**src/rtl/id_ex_stage_if.sv**
```systemverilog
// id_ex_stage_if: decode-side inputs, EX/MEM and MEM/WB writeback info,
// and the registered/forwarded EX-side outputs of the ID/EX stage.
// The master modport is the environment (decode stage, later stages, ALU).
// The slave modport is the stage itself.
interface id_ex_stage_if;
    // decode side
    logic        id_valid;
    logic        id_ready;
    logic        flush;
    logic [31:0] id_pc;
    logic [4:0]  id_rs1;
    logic [4:0]  id_rs2;
    logic [4:0]  id_rd;
    logic [31:0] id_rs1_data;
    logic [31:0] id_rs2_data;
    logic [31:0] id_imm;
    logic [1:0]  id_aluop;
    logic [2:0]  id_funct3;
    logic        id_funct7b5;
    logic        id_alusrc;
    logic        id_memread;
    logic        id_memwrite;
    logic        id_regwrite;
    // writeback info from later stages
    logic [4:0]  exmem_rd;
    logic        exmem_regwrite;
    logic [31:0] exmem_result;
    logic [4:0]  memwb_rd;
    logic        memwb_regwrite;
    logic [31:0] memwb_result;
    // EX side
    logic        ex_valid;
    logic [31:0] alu_a;
    logic [31:0] alu_b;
    logic [3:0]  alu_ctrl;
    logic [31:0] ex_store_data;
    logic [31:0] ex_pc;
    logic [4:0]  ex_rd;
    logic        ex_memread;
    logic        ex_memwrite;
    logic        ex_regwrite;

    modport master (
        output id_valid, flush, id_pc, id_rs1, id_rs2, id_rd,
               id_rs1_data, id_rs2_data, id_imm, id_aluop, id_funct3,
               id_funct7b5, id_alusrc, id_memread, id_memwrite, id_regwrite,
               exmem_rd, exmem_regwrite, exmem_result,
               memwb_rd, memwb_regwrite, memwb_result,
        input  id_ready, ex_valid, alu_a, alu_b, alu_ctrl, ex_store_data,
               ex_pc, ex_rd, ex_memread, ex_memwrite, ex_regwrite
    );

    modport slave (
        input  id_valid, flush, id_pc, id_rs1, id_rs2, id_rd,
               id_rs1_data, id_rs2_data, id_imm, id_aluop, id_funct3,
               id_funct7b5, id_alusrc, id_memread, id_memwrite, id_regwrite,
               exmem_rd, exmem_regwrite, exmem_result,
               memwb_rd, memwb_regwrite, memwb_result,
        output id_ready, ex_valid, alu_a, alu_b, alu_ctrl, ex_store_data,
               ex_pc, ex_rd, ex_memread, ex_memwrite, ex_regwrite
    );
endinterface

```
**src/rtl/id_ex_stage.sv**
```systemverilog
// id_ex_stage: ID/EX pipeline register with ALU control decode,
// load-use / RAW hazard detection and operand forwarding.
// Build option FORWARDING_EN: when defined, EX/MEM and MEM/WB results are
// forwarded into the ALU operands and only load-use stalls. When undefined,
// operands come straight from the registered read data and any RAW against
// the EX or EX/MEM destination stalls decode instead.
module id_ex_stage (
    input  logic          clk,
    input  logic          reset,
    id_ex_stage_if.slave  bus
);

    // registered EX state
    logic        ex_valid_reg;
    logic [31:0] ex_pc_reg;
    logic [4:0]  ex_rs1_reg;
    logic [4:0]  ex_rs2_reg;
    logic [4:0]  ex_rd_reg;
    logic [31:0] ex_rs1_data_reg;
    logic [31:0] ex_rs2_data_reg;
    logic [31:0] ex_imm_reg;
    logic        ex_alusrc_reg;
    logic [3:0]  alu_ctrl_reg;
    logic        ex_memread_reg;
    logic        ex_memwrite_reg;
    logic        ex_regwrite_reg;

    logic [3:0]  alu_ctrl_next;
    logic        hz;
    logic        load_en;

    // per-source views so both operands share one generate body
    logic [4:0]  id_rs      [2];
    logic [4:0]  ex_rs      [2];
    logic [31:0] ex_rs_data [2];
    logic [31:0] fwd_data   [2];

    assign id_rs[0]      = bus.id_rs1;
    assign id_rs[1]      = bus.id_rs2;
    assign ex_rs[0]      = ex_rs1_reg;
    assign ex_rs[1]      = ex_rs2_reg;
    assign ex_rs_data[0] = ex_rs1_data_reg;
    assign ex_rs_data[1] = ex_rs2_data_reg;

    // ALU control decode from aluop/funct3/funct7b5 (f7b5 only matters for R-type)
    always_comb begin
        alu_ctrl_next = 4'b0010;
        case (bus.id_aluop)
            2'b00:   alu_ctrl_next = 4'b0010;
            2'b01:   alu_ctrl_next = 4'b0100;
            default: begin
                case (bus.id_funct3)
                    3'b000:  alu_ctrl_next = (bus.id_aluop == 2'b10 && bus.id_funct7b5)
                                             ? 4'b0100 : 4'b0010;
                    3'b111:  alu_ctrl_next = 4'b0000;
                    3'b110:  alu_ctrl_next = 4'b0001;
                    3'b010:  alu_ctrl_next = 4'b1000;
                    default: alu_ctrl_next = 4'b0010;
                endcase
            end
        endcase
    end

`ifdef FORWARDING_EN
    // only a load in EX can't be covered by forwarding
    assign hz = bus.id_valid & ex_valid_reg & ex_memread_reg & (ex_rd_reg != 5'd0) &
                ((ex_rd_reg == bus.id_rs1) | (ex_rd_reg == bus.id_rs2));

    genvar gi;
    generate
        for (gi = 0; gi < 2; gi++) begin : g_fwd
            // EX/MEM beats MEM/WB; x0 is never forwarded
            assign fwd_data[gi] =
                (bus.exmem_regwrite && bus.exmem_rd != 5'd0 && bus.exmem_rd == ex_rs[gi])
                    ? bus.exmem_result :
                (bus.memwb_regwrite && bus.memwb_rd != 5'd0 && bus.memwb_rd == ex_rs[gi])
                    ? bus.memwb_result : ex_rs_data[gi];
        end
    endgenerate
`else
    logic [1:0] src_raw;

    genvar gi;
    generate
        for (gi = 0; gi < 2; gi++) begin : g_raw
            // any pending write to this source in EX or EX/MEM forces a stall
            assign src_raw[gi] = (id_rs[gi] != 5'd0) &
                ((ex_valid_reg & ex_regwrite_reg & (ex_rd_reg == id_rs[gi])) |
                 (bus.exmem_regwrite & (bus.exmem_rd == id_rs[gi])));
            // no forwarding path: register file write-through covers MEM/WB
            assign fwd_data[gi] = ex_rs_data[gi];
        end
    endgenerate

    assign hz = bus.id_valid & (|src_raw);

    // source indices and late results are only needed by the forwarding muxes
    logic unused_fwd_inputs;
    assign unused_fwd_inputs = ^{ex_rs[0], ex_rs[1], bus.exmem_result,
                                 bus.memwb_rd, bus.memwb_regwrite, bus.memwb_result};
`endif

    assign load_en     = bus.id_valid & ~bus.flush & ~hz;
    assign bus.id_ready = ~hz | bus.flush;

    // ID/EX register: load the decoded instruction, otherwise insert a bubble
    always_ff @(posedge clk or posedge reset) begin
        if (reset) begin
            ex_valid_reg    <= 1'b0;
            ex_pc_reg       <= '0;
            ex_rs1_reg      <= '0;
            ex_rs2_reg      <= '0;
            ex_rd_reg       <= '0;
            ex_rs1_data_reg <= '0;
            ex_rs2_data_reg <= '0;
            ex_imm_reg      <= '0;
            ex_alusrc_reg   <= 1'b0;
            alu_ctrl_reg    <= '0;
            ex_memread_reg  <= 1'b0;
            ex_memwrite_reg <= 1'b0;
            ex_regwrite_reg <= 1'b0;
        end else if (load_en) begin
            ex_valid_reg    <= 1'b1;
            ex_pc_reg       <= bus.id_pc;
            ex_rs1_reg      <= bus.id_rs1;
            ex_rs2_reg      <= bus.id_rs2;
            ex_rd_reg       <= bus.id_rd;
            ex_rs1_data_reg <= bus.id_rs1_data;
            ex_rs2_data_reg <= bus.id_rs2_data;
            ex_imm_reg      <= bus.id_imm;
            ex_alusrc_reg   <= bus.id_alusrc;
            alu_ctrl_reg    <= alu_ctrl_next;
            ex_memread_reg  <= bus.id_memread;
            ex_memwrite_reg <= bus.id_memwrite;
            ex_regwrite_reg <= bus.id_regwrite;
        end else begin
            ex_valid_reg    <= 1'b0;
            ex_pc_reg       <= '0;
            ex_rs1_reg      <= '0;
            ex_rs2_reg      <= '0;
            ex_rd_reg       <= '0;
            ex_rs1_data_reg <= '0;
            ex_rs2_data_reg <= '0;
            ex_imm_reg      <= '0;
            ex_alusrc_reg   <= 1'b0;
            alu_ctrl_reg    <= '0;
            ex_memread_reg  <= 1'b0;
            ex_memwrite_reg <= 1'b0;
            ex_regwrite_reg <= 1'b0;
        end
    end

    assign bus.ex_valid      = ex_valid_reg;
    assign bus.alu_a         = fwd_data[0];
    assign bus.alu_b         = ex_alusrc_reg ? ex_imm_reg : fwd_data[1];
    assign bus.ex_store_data = fwd_data[1];
    assign bus.alu_ctrl      = alu_ctrl_reg;
    assign bus.ex_pc         = ex_pc_reg;
    assign bus.ex_rd         = ex_rd_reg;
    assign bus.ex_memread    = ex_memread_reg;
    assign bus.ex_memwrite   = ex_memwrite_reg;
    assign bus.ex_regwrite   = ex_regwrite_reg;

endmodule

```
**src/flat_wrapper.sv**
```systemverilog
// flat-port wrapper written by rule: the top's interface ports become plain ports
module id_ex_stage_flat 
  (clk, reset, bus_id_valid, bus_flush, bus_id_pc, bus_id_rs1, bus_id_rs2, bus_id_rd, bus_id_rs1_data, bus_id_rs2_data, bus_id_imm, bus_id_aluop, bus_id_funct3, bus_id_funct7b5, bus_id_alusrc, bus_id_memread, bus_id_memwrite, bus_id_regwrite, bus_exmem_rd, bus_exmem_regwrite, bus_exmem_result, bus_memwb_rd, bus_memwb_regwrite, bus_memwb_result, bus_id_ready, bus_ex_valid, bus_alu_a, bus_alu_b, bus_alu_ctrl, bus_ex_store_data, bus_ex_pc, bus_ex_rd, bus_ex_memread, bus_ex_memwrite, bus_ex_regwrite);
  id_ex_stage_if bus_i ();
  input  logic clk;
  input  logic reset;
  input wire logic [$bits(bus_i.id_valid)-1:0] bus_id_valid;
  input wire logic [$bits(bus_i.flush)-1:0] bus_flush;
  input wire logic [$bits(bus_i.id_pc)-1:0] bus_id_pc;
  input wire logic [$bits(bus_i.id_rs1)-1:0] bus_id_rs1;
  input wire logic [$bits(bus_i.id_rs2)-1:0] bus_id_rs2;
  input wire logic [$bits(bus_i.id_rd)-1:0] bus_id_rd;
  input wire logic [$bits(bus_i.id_rs1_data)-1:0] bus_id_rs1_data;
  input wire logic [$bits(bus_i.id_rs2_data)-1:0] bus_id_rs2_data;
  input wire logic [$bits(bus_i.id_imm)-1:0] bus_id_imm;
  input wire logic [$bits(bus_i.id_aluop)-1:0] bus_id_aluop;
  input wire logic [$bits(bus_i.id_funct3)-1:0] bus_id_funct3;
  input wire logic [$bits(bus_i.id_funct7b5)-1:0] bus_id_funct7b5;
  input wire logic [$bits(bus_i.id_alusrc)-1:0] bus_id_alusrc;
  input wire logic [$bits(bus_i.id_memread)-1:0] bus_id_memread;
  input wire logic [$bits(bus_i.id_memwrite)-1:0] bus_id_memwrite;
  input wire logic [$bits(bus_i.id_regwrite)-1:0] bus_id_regwrite;
  input wire logic [$bits(bus_i.exmem_rd)-1:0] bus_exmem_rd;
  input wire logic [$bits(bus_i.exmem_regwrite)-1:0] bus_exmem_regwrite;
  input wire logic [$bits(bus_i.exmem_result)-1:0] bus_exmem_result;
  input wire logic [$bits(bus_i.memwb_rd)-1:0] bus_memwb_rd;
  input wire logic [$bits(bus_i.memwb_regwrite)-1:0] bus_memwb_regwrite;
  input wire logic [$bits(bus_i.memwb_result)-1:0] bus_memwb_result;
  output wire logic [$bits(bus_i.id_ready)-1:0] bus_id_ready;
  output wire logic [$bits(bus_i.ex_valid)-1:0] bus_ex_valid;
  output wire logic [$bits(bus_i.alu_a)-1:0] bus_alu_a;
  output wire logic [$bits(bus_i.alu_b)-1:0] bus_alu_b;
  output wire logic [$bits(bus_i.alu_ctrl)-1:0] bus_alu_ctrl;
  output wire logic [$bits(bus_i.ex_store_data)-1:0] bus_ex_store_data;
  output wire logic [$bits(bus_i.ex_pc)-1:0] bus_ex_pc;
  output wire logic [$bits(bus_i.ex_rd)-1:0] bus_ex_rd;
  output wire logic [$bits(bus_i.ex_memread)-1:0] bus_ex_memread;
  output wire logic [$bits(bus_i.ex_memwrite)-1:0] bus_ex_memwrite;
  output wire logic [$bits(bus_i.ex_regwrite)-1:0] bus_ex_regwrite;
  assign bus_i.id_valid = bus_id_valid;
  assign bus_i.flush = bus_flush;
  assign bus_i.id_pc = bus_id_pc;
  assign bus_i.id_rs1 = bus_id_rs1;
  assign bus_i.id_rs2 = bus_id_rs2;
  assign bus_i.id_rd = bus_id_rd;
  assign bus_i.id_rs1_data = bus_id_rs1_data;
  assign bus_i.id_rs2_data = bus_id_rs2_data;
  assign bus_i.id_imm = bus_id_imm;
  assign bus_i.id_aluop = bus_id_aluop;
  assign bus_i.id_funct3 = bus_id_funct3;
  assign bus_i.id_funct7b5 = bus_id_funct7b5;
  assign bus_i.id_alusrc = bus_id_alusrc;
  assign bus_i.id_memread = bus_id_memread;
  assign bus_i.id_memwrite = bus_id_memwrite;
  assign bus_i.id_regwrite = bus_id_regwrite;
  assign bus_i.exmem_rd = bus_exmem_rd;
  assign bus_i.exmem_regwrite = bus_exmem_regwrite;
  assign bus_i.exmem_result = bus_exmem_result;
  assign bus_i.memwb_rd = bus_memwb_rd;
  assign bus_i.memwb_regwrite = bus_memwb_regwrite;
  assign bus_i.memwb_result = bus_memwb_result;
  assign bus_id_ready = bus_i.id_ready;
  assign bus_ex_valid = bus_i.ex_valid;
  assign bus_alu_a = bus_i.alu_a;
  assign bus_alu_b = bus_i.alu_b;
  assign bus_alu_ctrl = bus_i.alu_ctrl;
  assign bus_ex_store_data = bus_i.ex_store_data;
  assign bus_ex_pc = bus_i.ex_pc;
  assign bus_ex_rd = bus_i.ex_rd;
  assign bus_ex_memread = bus_i.ex_memread;
  assign bus_ex_memwrite = bus_i.ex_memwrite;
  assign bus_ex_regwrite = bus_i.ex_regwrite;
  id_ex_stage u_core (.clk(clk), .reset(reset), .bus(bus_i));
endmodule
```
**config.mk**
```make
export PLATFORM = sky130hd
export DESIGN_NAME = id_ex_stage_flat
export DESIGN_NICKNAME = d
export VERILOG_FILES = /design/src/rtl/id_ex_stage_if.sv /design/src/rtl/id_ex_stage.sv /design/src/flat_wrapper.sv
export SDC_FILE = /design/constraint.sdc
export NUM_CORES = 1
export LEC_CHECK = 0
export CAP_MARGIN = 5
export CORE_AREA = 2 2 144 146
export DETAILED_ROUTE_END_ITERATION = 10
export DIE_AREA = 0 0 146 148
export GPL_TIMING_DRIVEN = 0
export PLACE_DENSITY = 0.73
export RECOVER_POWER = 25
export SLEW_MARGIN = 15
export SYNTH_ARGS = -nofsm -noshare
export SYNTH_HDL_FRONTEND = slang
export SYNTH_SLANG_ARGS = --single-unit
```
**constraint.sdc**
```tcl
create_clock -name clk -period 7 [get_ports clk]
set_clock_uncertainty 0.2 [all_clocks]
set_input_delay 0.7 -clock clk [delete_from_list [all_inputs] [get_ports clk]]
set_output_delay 0.7 -clock clk [all_outputs]
set_load 0.02 [all_outputs]
```
==> results.toml, run 1 <==
[grt]
grt_max_degree = 74
gr-total-overflow = 0
grt_pass1_vias = 4253
grt_first_pass_wirelength_mm = 23.9
antenna_found_initial = 0
grt_use_total_pct = 14.7

[synthesis]
ys_ff_latch = 142
synth_nets = 615
async_flop_share_pct = 100
synth_area_um2 = 5260
synth_top_area_cell = "dfrtp_1"
synth_area_leaders = "dfrtp_1, and2_1, mux2_2"
ys_seq_area_share_pct = 67.5
yosys_warnings = 0
synth.avg_cell_area_um2 = 13.8
ys.flop_type = "dfrtp_1"
ys_types = 28
synth_edf_count = 0
synth_cells = 382
synth.top_cell.area_share_pct = 67.5

[clocking]
cts_tree = "done"
postCtsHoldBufs = 0
htree_levels = 4
root_buffer = "clkbuf_16"
cts_buffers = 17
clk-insertion-delay-late_ns = 0.41
clock_sinks = 142
cts.clk_slew.worst_paths_ns = 0.07
cts_resized = 0
cts.path.max_buffers = 2
post-cts-setup-buffers = 0

[timing]
hold_viol = 0
fmax_mhz = 249
min_period_over_period_pct = 57.4
setup_viol = 0
tightestPinTransition_ns = 3.03
max_slew_margin_pct = -103
tns_ns = 0
rsz0062_at_grt = "no"
fin_crit_ns = 4.02
drv_slew = 70

[placement]
dpl-instance-area_um2 = 8680
numPortBuffers = 304
gp_congestion = 0.796
dp.final_hpwl_mm = 12.3

[final_layout]
fin_nets = 939
drive_gt1_share_pct = 11.0
fin_area_um2 = 9240
area_growth_pct = 75.5
multiInputGateArea_um2 = 1600
seqCellArea_um2 = 3550
post-route-util_pct = 46.1
n_antenna_cell = 0
num-fill-cells = 1845

[setup_path]
path_max_fanout = 3
reg2regPathDepth = 7
required_ns = 6.10
crit_arrival_ns = 3.12
endpoint_kind = "output pin"
start_kind = "input port"
critical_path_class = "in -> out"

[power]
powerDensity_nw_per_um2 = 221
switching_power_mw = 0.499
p_leak_nw = 4.05
clock_power_share_pct = 42.6
combPwrFrac_pct = 14.9
swShare_pct = 24.5
pwr-share-seq_pct = 42.5
p_int_mw = 1.54
ir_worst_vdd_v = 0.000145

[floorplanning]
die_h_um = 148
core_um2 = 20000
std_cell_rows = 52
start_util_pct = 26.3
die_x_um = 146
io_pins = 375
die-area_um2 = 21600

[drt]
ant_nets = 0
vias = 3954
drc = 0
via_per_inst = 4.00
dr.pass1.iters = 4
wirelength_mm = 15.6
first_iter_violations = 128
routedWlPerCell_um = 15.8

[worst_hold_path]
hold_depth = 2
min_path_type = "in -> reg"

[run]
maxCapViolCount = 1

[status]
violations = "capacitance limit, slew limit"
status = "complete, but fails checks"
-- per-layer routing --
layer  share of wire (%)  track usage [%]
met5                   0                0
met4                 2.3             6.26
met3                 8.2             5.22
met2                  50             25.0
met1                  39             16.8
-- worst paths after layout --
kind | startpoint | end | slack [ns]
max | bus_id_rs1[0] | bus_id_ready | 2.98
min | bus_id_pc[6] | u_core.bus.ex_pc[6]$_DFF_PP0_ | 0.63
max reg2reg | u_core.bus.ex_rd[2]$_DFF_PP0_ | u_core.bus.ex_store_data[27]$_DFF_PP0_ | 4.69
min reg2reg | u_core.bus.ex_regwrite$_DFF_PP0_ | u_core.bus.ex_valid$_DFF_PP0_ | 1.26
max in group asynchronous | reset | u_core.bus.ex_store_data[22]$_DFF_PP0_ | 3.80
min in group asynchronous | reset | u_core.bus.alu_a[29]$_DFF_PP0_ | 1.41
-- cells in the final DEF (no fill, tap or decap), types with 2 or more instances in the layout --
cell and n:
clkdlybuf4s50_1 303, dfrtp_1 142, and2_1 138, mux2_2 32, clkbuf_16 17, xnor2_1 16
buf_4 9, clkbuf_1 6, clkinv_2 5, xor2_1 4, nand4_1 4, nor4_1 4
buf_1 3, inv_6 3, clkinvlp_4 3, nand2_1 2, or4_1 2, nor2b_1 2
o21ai_0 2, and3_1 2, clkbuf_8 2
-- critical path: stages --
cell             delay (ns)
clkdlybuf4s50_1        0.48
or4_1                  0.54
nor2_1                 0.17
nor4_1                 0.12
nor4_1                 0.31
nand2b_1               0.16
clkdlybuf4s50_1        0.63
-- stage by stage --
step	setup WS [ns]	std cells	hold slack [ns]	power, mW
2_1_floorplan	2.29	382	0.629	0.999
3_3_place_gp	0.392	956	1.06	1.18
3_5_place_dp	3.00	957	0.990	1.19
4_1_cts	2.97	989	0.536	2.07
5_1_grt	2.91	989	0.622	2.13
6_report	2.98	989	0.631	2.04
-- area by class of cell --
class | instances | area share (%)
well taps | 270 | 3.66
multi-input cells | 219 | 17.3
plain buffers | 19 | 1.15
flip-flops and latches | 142 | 38.5
repair buffers | 305 | 33.2
clock buffers | 19 | 4.90
inverters | 2 | 0.0948
clock inverters | 13 | 1.22
-- synth_stat cells, drive strengths merged (4+ instances only) --
| cell type | instances |
|---|---|
| xnor2 | 16 |
| buf | 13 |
| xor2 | 4 |
| nor4 | 5 |
| nand4 | 4 |
| dfrtp | 142 |
| mux2 | 32 |
| clkbuf | 6 |
| and2 | 138 |
-- power groups by stage --
stage / Clock (mW) / Combinational [mW] / Sequential [mW]
2_1_floorplan: 0 / 0.0853 / 0.914
3_3_place_gp: 0 / 0.303 / 0.881
3_5_place_dp: 0 / 0.310 / 0.882
4_1_cts: 0.894 / 0.311 / 0.866
5_1_grt: 0.937 / 0.326 / 0.870
6_report: 0.869 / 0.305 / 0.866
-- cell families (layout without fill, tap and decap cells) --
logic type                after synthesis  count (layout)  share of synthesized area (%)
DFF                                   142             142                           67.5
AOI/OAI and AO/OA                       5               5                          0.571
muxes                                  32              32                           6.85
xor gates and xnor gates               20              20                           3.33
and+or+nand+nor                       162             162                           19.6
buffers and inverters                  21             358                           2.16
(Power assumes the default switching activity.)
==> run 2: changes to the inputs <==
--- a/config.mk
+++ b/config.mk
@@ -6,11 +6,11 @@
 export NUM_CORES = 1
 export LEC_CHECK = 0
 export CAP_MARGIN = 5
-export CORE_AREA = 2 2 144 146
+export CORE_AREA = 2 2 146 148
 export DETAILED_ROUTE_END_ITERATION = 10
-export DIE_AREA = 0 0 146 148
+export DIE_AREA = 0 0 148 150
 export GPL_TIMING_DRIVEN = 0
-export PLACE_DENSITY = 0.73
+export PLACE_DENSITY = 0.71
 export RECOVER_POWER = 25
 export SLEW_MARGIN = 15
 export SYNTH_ARGS = -nofsm -noshare
==> constraint.sdc (replaced) <==
create_clock -name clk -period 3.95 [get_ports clk]
set_clock_uncertainty 0.2 [all_clocks]
set_input_delay 0.395 -clock clk [delete_from_list [all_inputs] [get_ports clk]]
set_output_delay 0.395 -clock clk [all_outputs]
set_load 0.02 [all_outputs]
==> run 2 against run 1 <==
Compared with the run above: the run still ends with capacitance limit, slew limit left; hold slack worse by 0.48 ns; clock power is 76% higher; clock-buffer cell count stayed put; flip-flop and latch count stayed put; sequential share of layout area is 0.11 points lower; sequential power is 77% higher; combinational power is 78% higher; critical path depth stayed put; global-route usage is 0.52 points lower; power is 77% higher; first-iteration DRC count is 40% lower; die area is 2.7% higher; largest power group is now registers; highest routed layer is now met5.
==> results.toml, run 2 (synthesis results as in run 1) <==
[clocking]
root_buffer = "clkbuf_16"
clk-insertion-delay-late_ns = 0.41
cts.clk_slew.worst_paths_ns = 0.06
clock_sinks = 142
cts_resized = 0
cts.path.max_buffers = 2
postCtsHoldBufs = 0
cts_tree = "done"
post-cts-setup-buffers = 0
cts_buffers = 17
htree_levels = 4

[placement]
numPortBuffers = 304
gp_congestion = 0.748
dp.final_hpwl_mm = 12.2
numPlacedInstances = 965
dpl-instance-area_um2 = 8730

[final_layout]
fin_nets = 942
post-route-util_pct = 44.8
fin_cells = 997
fin_area_um2 = 9270
layout_commonest_cell = "clkdlybuf4s50_1"
drive_gt1_share_pct = 10.8
area_growth_pct = 76.1
n_antenna_cell = 0
final_cell_mix = "clkdlybuf4s50_1, dfrtp_1, and2_1"

[grt]
antenna_found_initial = 1
grt_pass1_vias = 4219
gr-total-overflow = 0
grt_first_pass_wirelength_mm = 23.5
grt_max_degree = 37
grt_use_total_pct = 14.2

[floorplanning]
start_util_pct = 25.4
std_cell_rows = 53
io_pins = 375
die-area_um2 = 22200
die_x_um = 148
die_h_um = 150
core_um2 = 20700

[drt]
dr.pass1.iters = 4
drc = 0
vias = 3984
via_per_inst = 4.00
ant_nets = 0
wirelength_mm = 15.6
routedWlPerCell_um = 15.6
first_iter_violations = 77

[timing]
tns_ns = 0
setup_viol = 0
min_period_over_period_pct = 82.2
drv_slew = 69
rsz0062_at_grt = "no"
fin_crit_ns = 3.25
max_slew_margin_pct = -28.2
holdWs_ns = 0.146
fmax_mhz = 308
tightestPinTransition_ns = 1.92
hold_viol = 0

[worst_hold_path]
min_path_type = "in -> async"

[setup_path]
start_kind = "input port"
path_max_fanout = 3
endpoint_kind = "output pin"
critical_path_class = "in -> out"
required_ns = 3.36
crit_arrival_ns = 2.65

[power]
powerDensity_nw_per_um2 = 390
p_leak_nw = 4.05
ir_worst_vdd_v = 0.000251

[run]
maxCapViolCount = 2

[status]
status = "complete, but fails checks"
violations = "capacitance limit, slew limit"
==> run 2: cell count changes in the layout (fill, tap and decap cells not counted), sizes merged <==
cell | previous run | this run
buf | 14 | 15
clkbuf | 25 | 27
==> run 2: area by class of cell <==
class                           instances  area [um^2]
Fill cell                            1904        11400
Timing Repair Buffer                  308         3090
Multi-Input combinational cell        219         1600
Buffer                                 19          106
Tap cell                              275          344
Sequential cell                       142         3550
Inverter                                2         8.76
Clock buffer                           19          433
Clock inverter                         13          134
==> run 2: metrics by stage <==
| stage | setup WS (ns) | total power [mW] |
|---|---|---|
| after global placement | 0.307 | 2.10 |
| final | 0.704 | 3.61 |
| after detailed placement | 0.642 | 2.12 |
| after floorplan | 1.58 | 1.77 |
| after global routing | 0.581 | 3.78 |
| after CTS | 0.691 | 3.68 |
==> run 2: critical path, stage by stage <==
cell             delay [ns]
clkdlybuf4s50_1        0.49
or4_1                  0.52
nor2_1                 0.14
nor4_1                 0.11
nor4_1                 0.26
nand2b_1               0.13
clkdlybuf4s50_1        0.61
==> run 2: final timing paths <==
| kind | cells after the start | start | to | slack, ns |
|---|---|---|---|---|
| worst max-delay path | 7 | bus_id_rs1[2] | bus_id_ready | 0.70 |
| worst min register to register | 4 | u_core.bus.ex_regwrite$_DFF_PP0_ | u_core.bus.ex_valid$_DFF_PP0_ | 1.28 |
| max in group asynchronous | 3 | reset | u_core.bus.alu_a[18]$_DFF_PP0_ | 1.35 |
| worst min-delay path | 2 | reset | u_core.bus.ex_pc[16]$_DFF_PP0_ | 0.15 |
| worst max register to register | 7 | u_core.bus.ex_rd[1]$_DFF_PP0_ | u_core.bus.ex_store_data[28]$_DFF_PP0_ | 1.62 |
| min in group clk | 2 | bus_id_pc[20] | u_core.bus.ex_pc[20]$_DFF_PP0_ | 0.33 |
==> run 2: routing by layer <==
metal  track usage [%]  vias to the layer above  share of wire [%]
li1                  -                     1867                  -
met1              16.0                     1881                 39
met2              23.0                      213                 47
met3              7.04                       21                 12
met4              5.43                        2                2.0
met5                 0                        -              0.071
==> run 2: report_power, final <==
| group | switching (mW) | internal (mW) |
|---|---|---|
| logic | 0.227 | 0.316 |
| registers | 0.0209 | 1.51 |
| clock network | 0.654 | 0.880 |
==> run 3: changes to the inputs <==
--- a/config.mk
+++ b/config.mk
@@ -10,7 +10,7 @@
 export DETAILED_ROUTE_END_ITERATION = 10
 export DIE_AREA = 0 0 148 150
 export GPL_TIMING_DRIVEN = 0
-export PLACE_DENSITY = 0.71
+export PLACE_DENSITY = 0.74
 export RECOVER_POWER = 25
 export SLEW_MARGIN = 15
 export SYNTH_ARGS = -nofsm -noshare
==> constraint.sdc (replaced) <==
create_clock -name clk -period 2.8 [get_ports clk]
set_clock_uncertainty 0.2 [all_clocks]
set_input_delay 0.28 -clock clk [delete_from_list [all_inputs] [get_ports clk]]
set_output_delay 0.28 -clock clk [all_outputs]
set_load 0.02 [all_outputs]
==> run 3 against run 2 <==
Compared with the run above: the run now ends clean; routed wire length decreased by 0.72%; utilization up 0.34 points; critical path depth unchanged; power increased by 44%; final area grew 0.77%; highest routed layer unchanged; via count is 1.2% lower; clock-buffer cell count down 1; non-clock buffer count up 2; sequential share of layout area shrank 0.29 points.
==> results.toml, run 3 (synthesis results as in run 1) <==
[grt]
grt_first_pass_wirelength_mm = 23.3
grt_max_degree = 37
grt_use_total_pct = 14.0
grt_pass1_vias = 4080
antenna_found_initial = 2
gr-total-overflow = 0

[drt]
via_per_inst = 3.94
first_iter_violations = 72
routedWlPerCell_um = 15.5
wirelength_mm = 15.5
dr.pass1.iters = 4
drc = 0
vias = 3937
ant_nets = 0

[timing]
fin_crit_ns = 2.71
fmax_mhz = 369
drv_slew = 0
tightestPinTransition_ns = 0.863
setup_viol = 0
rsz0062_at_grt = "no"
max_slew_margin_pct = 42.5
hold_viol = 0
min_period_over_period_pct = 96.8
tns_ns = 0
fin_ws_ns = 0.0898

[worst_hold_path]
min_path_type = "in -> reg"
min_from = "bus_id_rs1_data[5]"
hold_depth = 2

[floorplanning]
die_x_um = 148
std_cell_rows = 53
io_pins = 375
start_util_pct = 25.4
die-area_um2 = 22200
die_h_um = 150
core_um2 = 20700

[run]
maxCapViolCount = 0

[setup_path]
start_kind = "input port"
critPathBufInv = 2
slowest_stage = "or4_4"
cp-startpoint = "bus_id_rs1[0]"
crit_arrival_ns = 2.23
reg2regPathDepth = 8
path_cells = "clkdlybuf4s50_1 > or4_4 > nor2_4 > nor4_2 > nor4_1 > nand2b_1 > clkdlybuf4s15_2"
critical_path_class = "in -> out"
required_ns = 2.32
endpoint_kind = "output pin"
path_max_fanout = 3
cp_top_family = "simple AND/OR/NAND/NOR gates"
reg2reg_from = "u_core.bus.ex_rd[4]$_DFF_PP0_"
max_stage_delay_ns = 0.58
cp.depth = 7

[clocking]
cts_buffers = 17
htree_levels = 4
cts.path.max_buffers = 2
clk-insertion-delay-late_ns = 0.40
clock_sinks = 142
cts.clk_slew.worst_paths_ns = 0.06
cts_tree = "done"
root_buffer = "clkbuf_16"

[final_layout]
final_cell_mix = "clkdlybuf4s50_1, dfrtp_1, and2_1"
n_antenna_cell = 0
layout_commonest_cell = "clkdlybuf4s50_1"
area_growth_pct = 77.4
fin_area_um2 = 9340
post-route-util_pct = 45.1
fin_nets = 944
drive_gt1_share_pct = 12.4

[placement]
dpl-instance-area_um2 = 8730
dp.final_hpwl_mm = 12.1
numPortBuffers = 304
gp_congestion = 0.812
pre_cts_ws_ns = -0.488

[status]
status = "completed"

[power]
totalPowerFinal_mw = 5.22
p_leak_nw = 4.10
powerDensity_nw_per_um2 = 559
ir_worst_vdd_v = 0.000370
run 3: changes by cell type in the layout (fill, tap and decap cells not counted), moves of 3 or more:
cell / previous run / this run
buf_4: 9 / 14
clkbuf_1: 10 / 6
clkinv_4: 6 / 2
buf_1: 3 / 0
clkinv_2: 0 / 3
run 3: metrics by stage:
stage | hold slack, ns | std cells
after global placement | 0.641 | 961
after floorplan | 0.209 | 382
after detailed placement | 0.406 | 965
final | 0.222 | 998
after global routing | 0.196 | 998
after CTS | 0.197 | 999
run 3: what timing repair did:
item | CTS | global route
gates cloned | 0 | 0
hold endpoints to repair | 9 | 0
pin swaps | 1 | 0
gates resized for setup | 9 | 6
buffers inserted | 2 | 0
hold buffers | 1 | 0
setup endpoints to repair | 47 | 12
run 3: layout make-up:
cell class,count,area [um^2]
Clock inverter,13,164
Tap cell,275,344
Sequential cell,142,3550
Fill cell,1919,11400
Timing Repair Buffer,311,3100
Inverter,2,8.76
Buffer,18,114
Multi-Input combinational cell,219,1620
Clock buffer,18,429
run 3: power breakdown:
part           internal (mW)  leakage (nW)  switching [mW]
Combinational          0.448          1.90           0.322
Sequential              2.14          1.91          0.0297
Clock                   1.40         0.287           0.879
run 3: worst register-to-register path: cells and delay by family (launching register included):
kind | cells | cell delay [ns]
xor gates and xnor gates | 1 | 0.18
DFF | 1 | 0.43
buffers and inverters | 3 | 0.58
and+or+nand+nor | 4 | 0.86
run 3: layer usage:
| layer | wire length (um) | track usage, % |
|---|---|---|
| met1 | 6020 | 16.0 |
| met5 | 21 | 0 |
| met2 | 7550 | 23.4 |
| met3 | 1690 | 6.98 |
| met4 | 170 | 4.05 |
run 3: final timing paths:
path / endpoint / slack, ns
setup / recovery: bus_id_ready / 0.09
hold / removal: u_core.bus.alu_a[5]$_DFF_PP0_ / 0.22
setup reg to reg: u_core.bus.ex_store_data[25]$_DFF_PP0_ / 0.43
hold reg to reg: u_core.bus.ex_valid$_DFF_PP0_ / 1.13
max in group asynchronous: u_core.bus.ex_store_data[0]$_DFF_PP0_ / 0.34
min in group asynchronous: u_core.bus.alu_a[2]$_DFF_PP0_ / 0.65
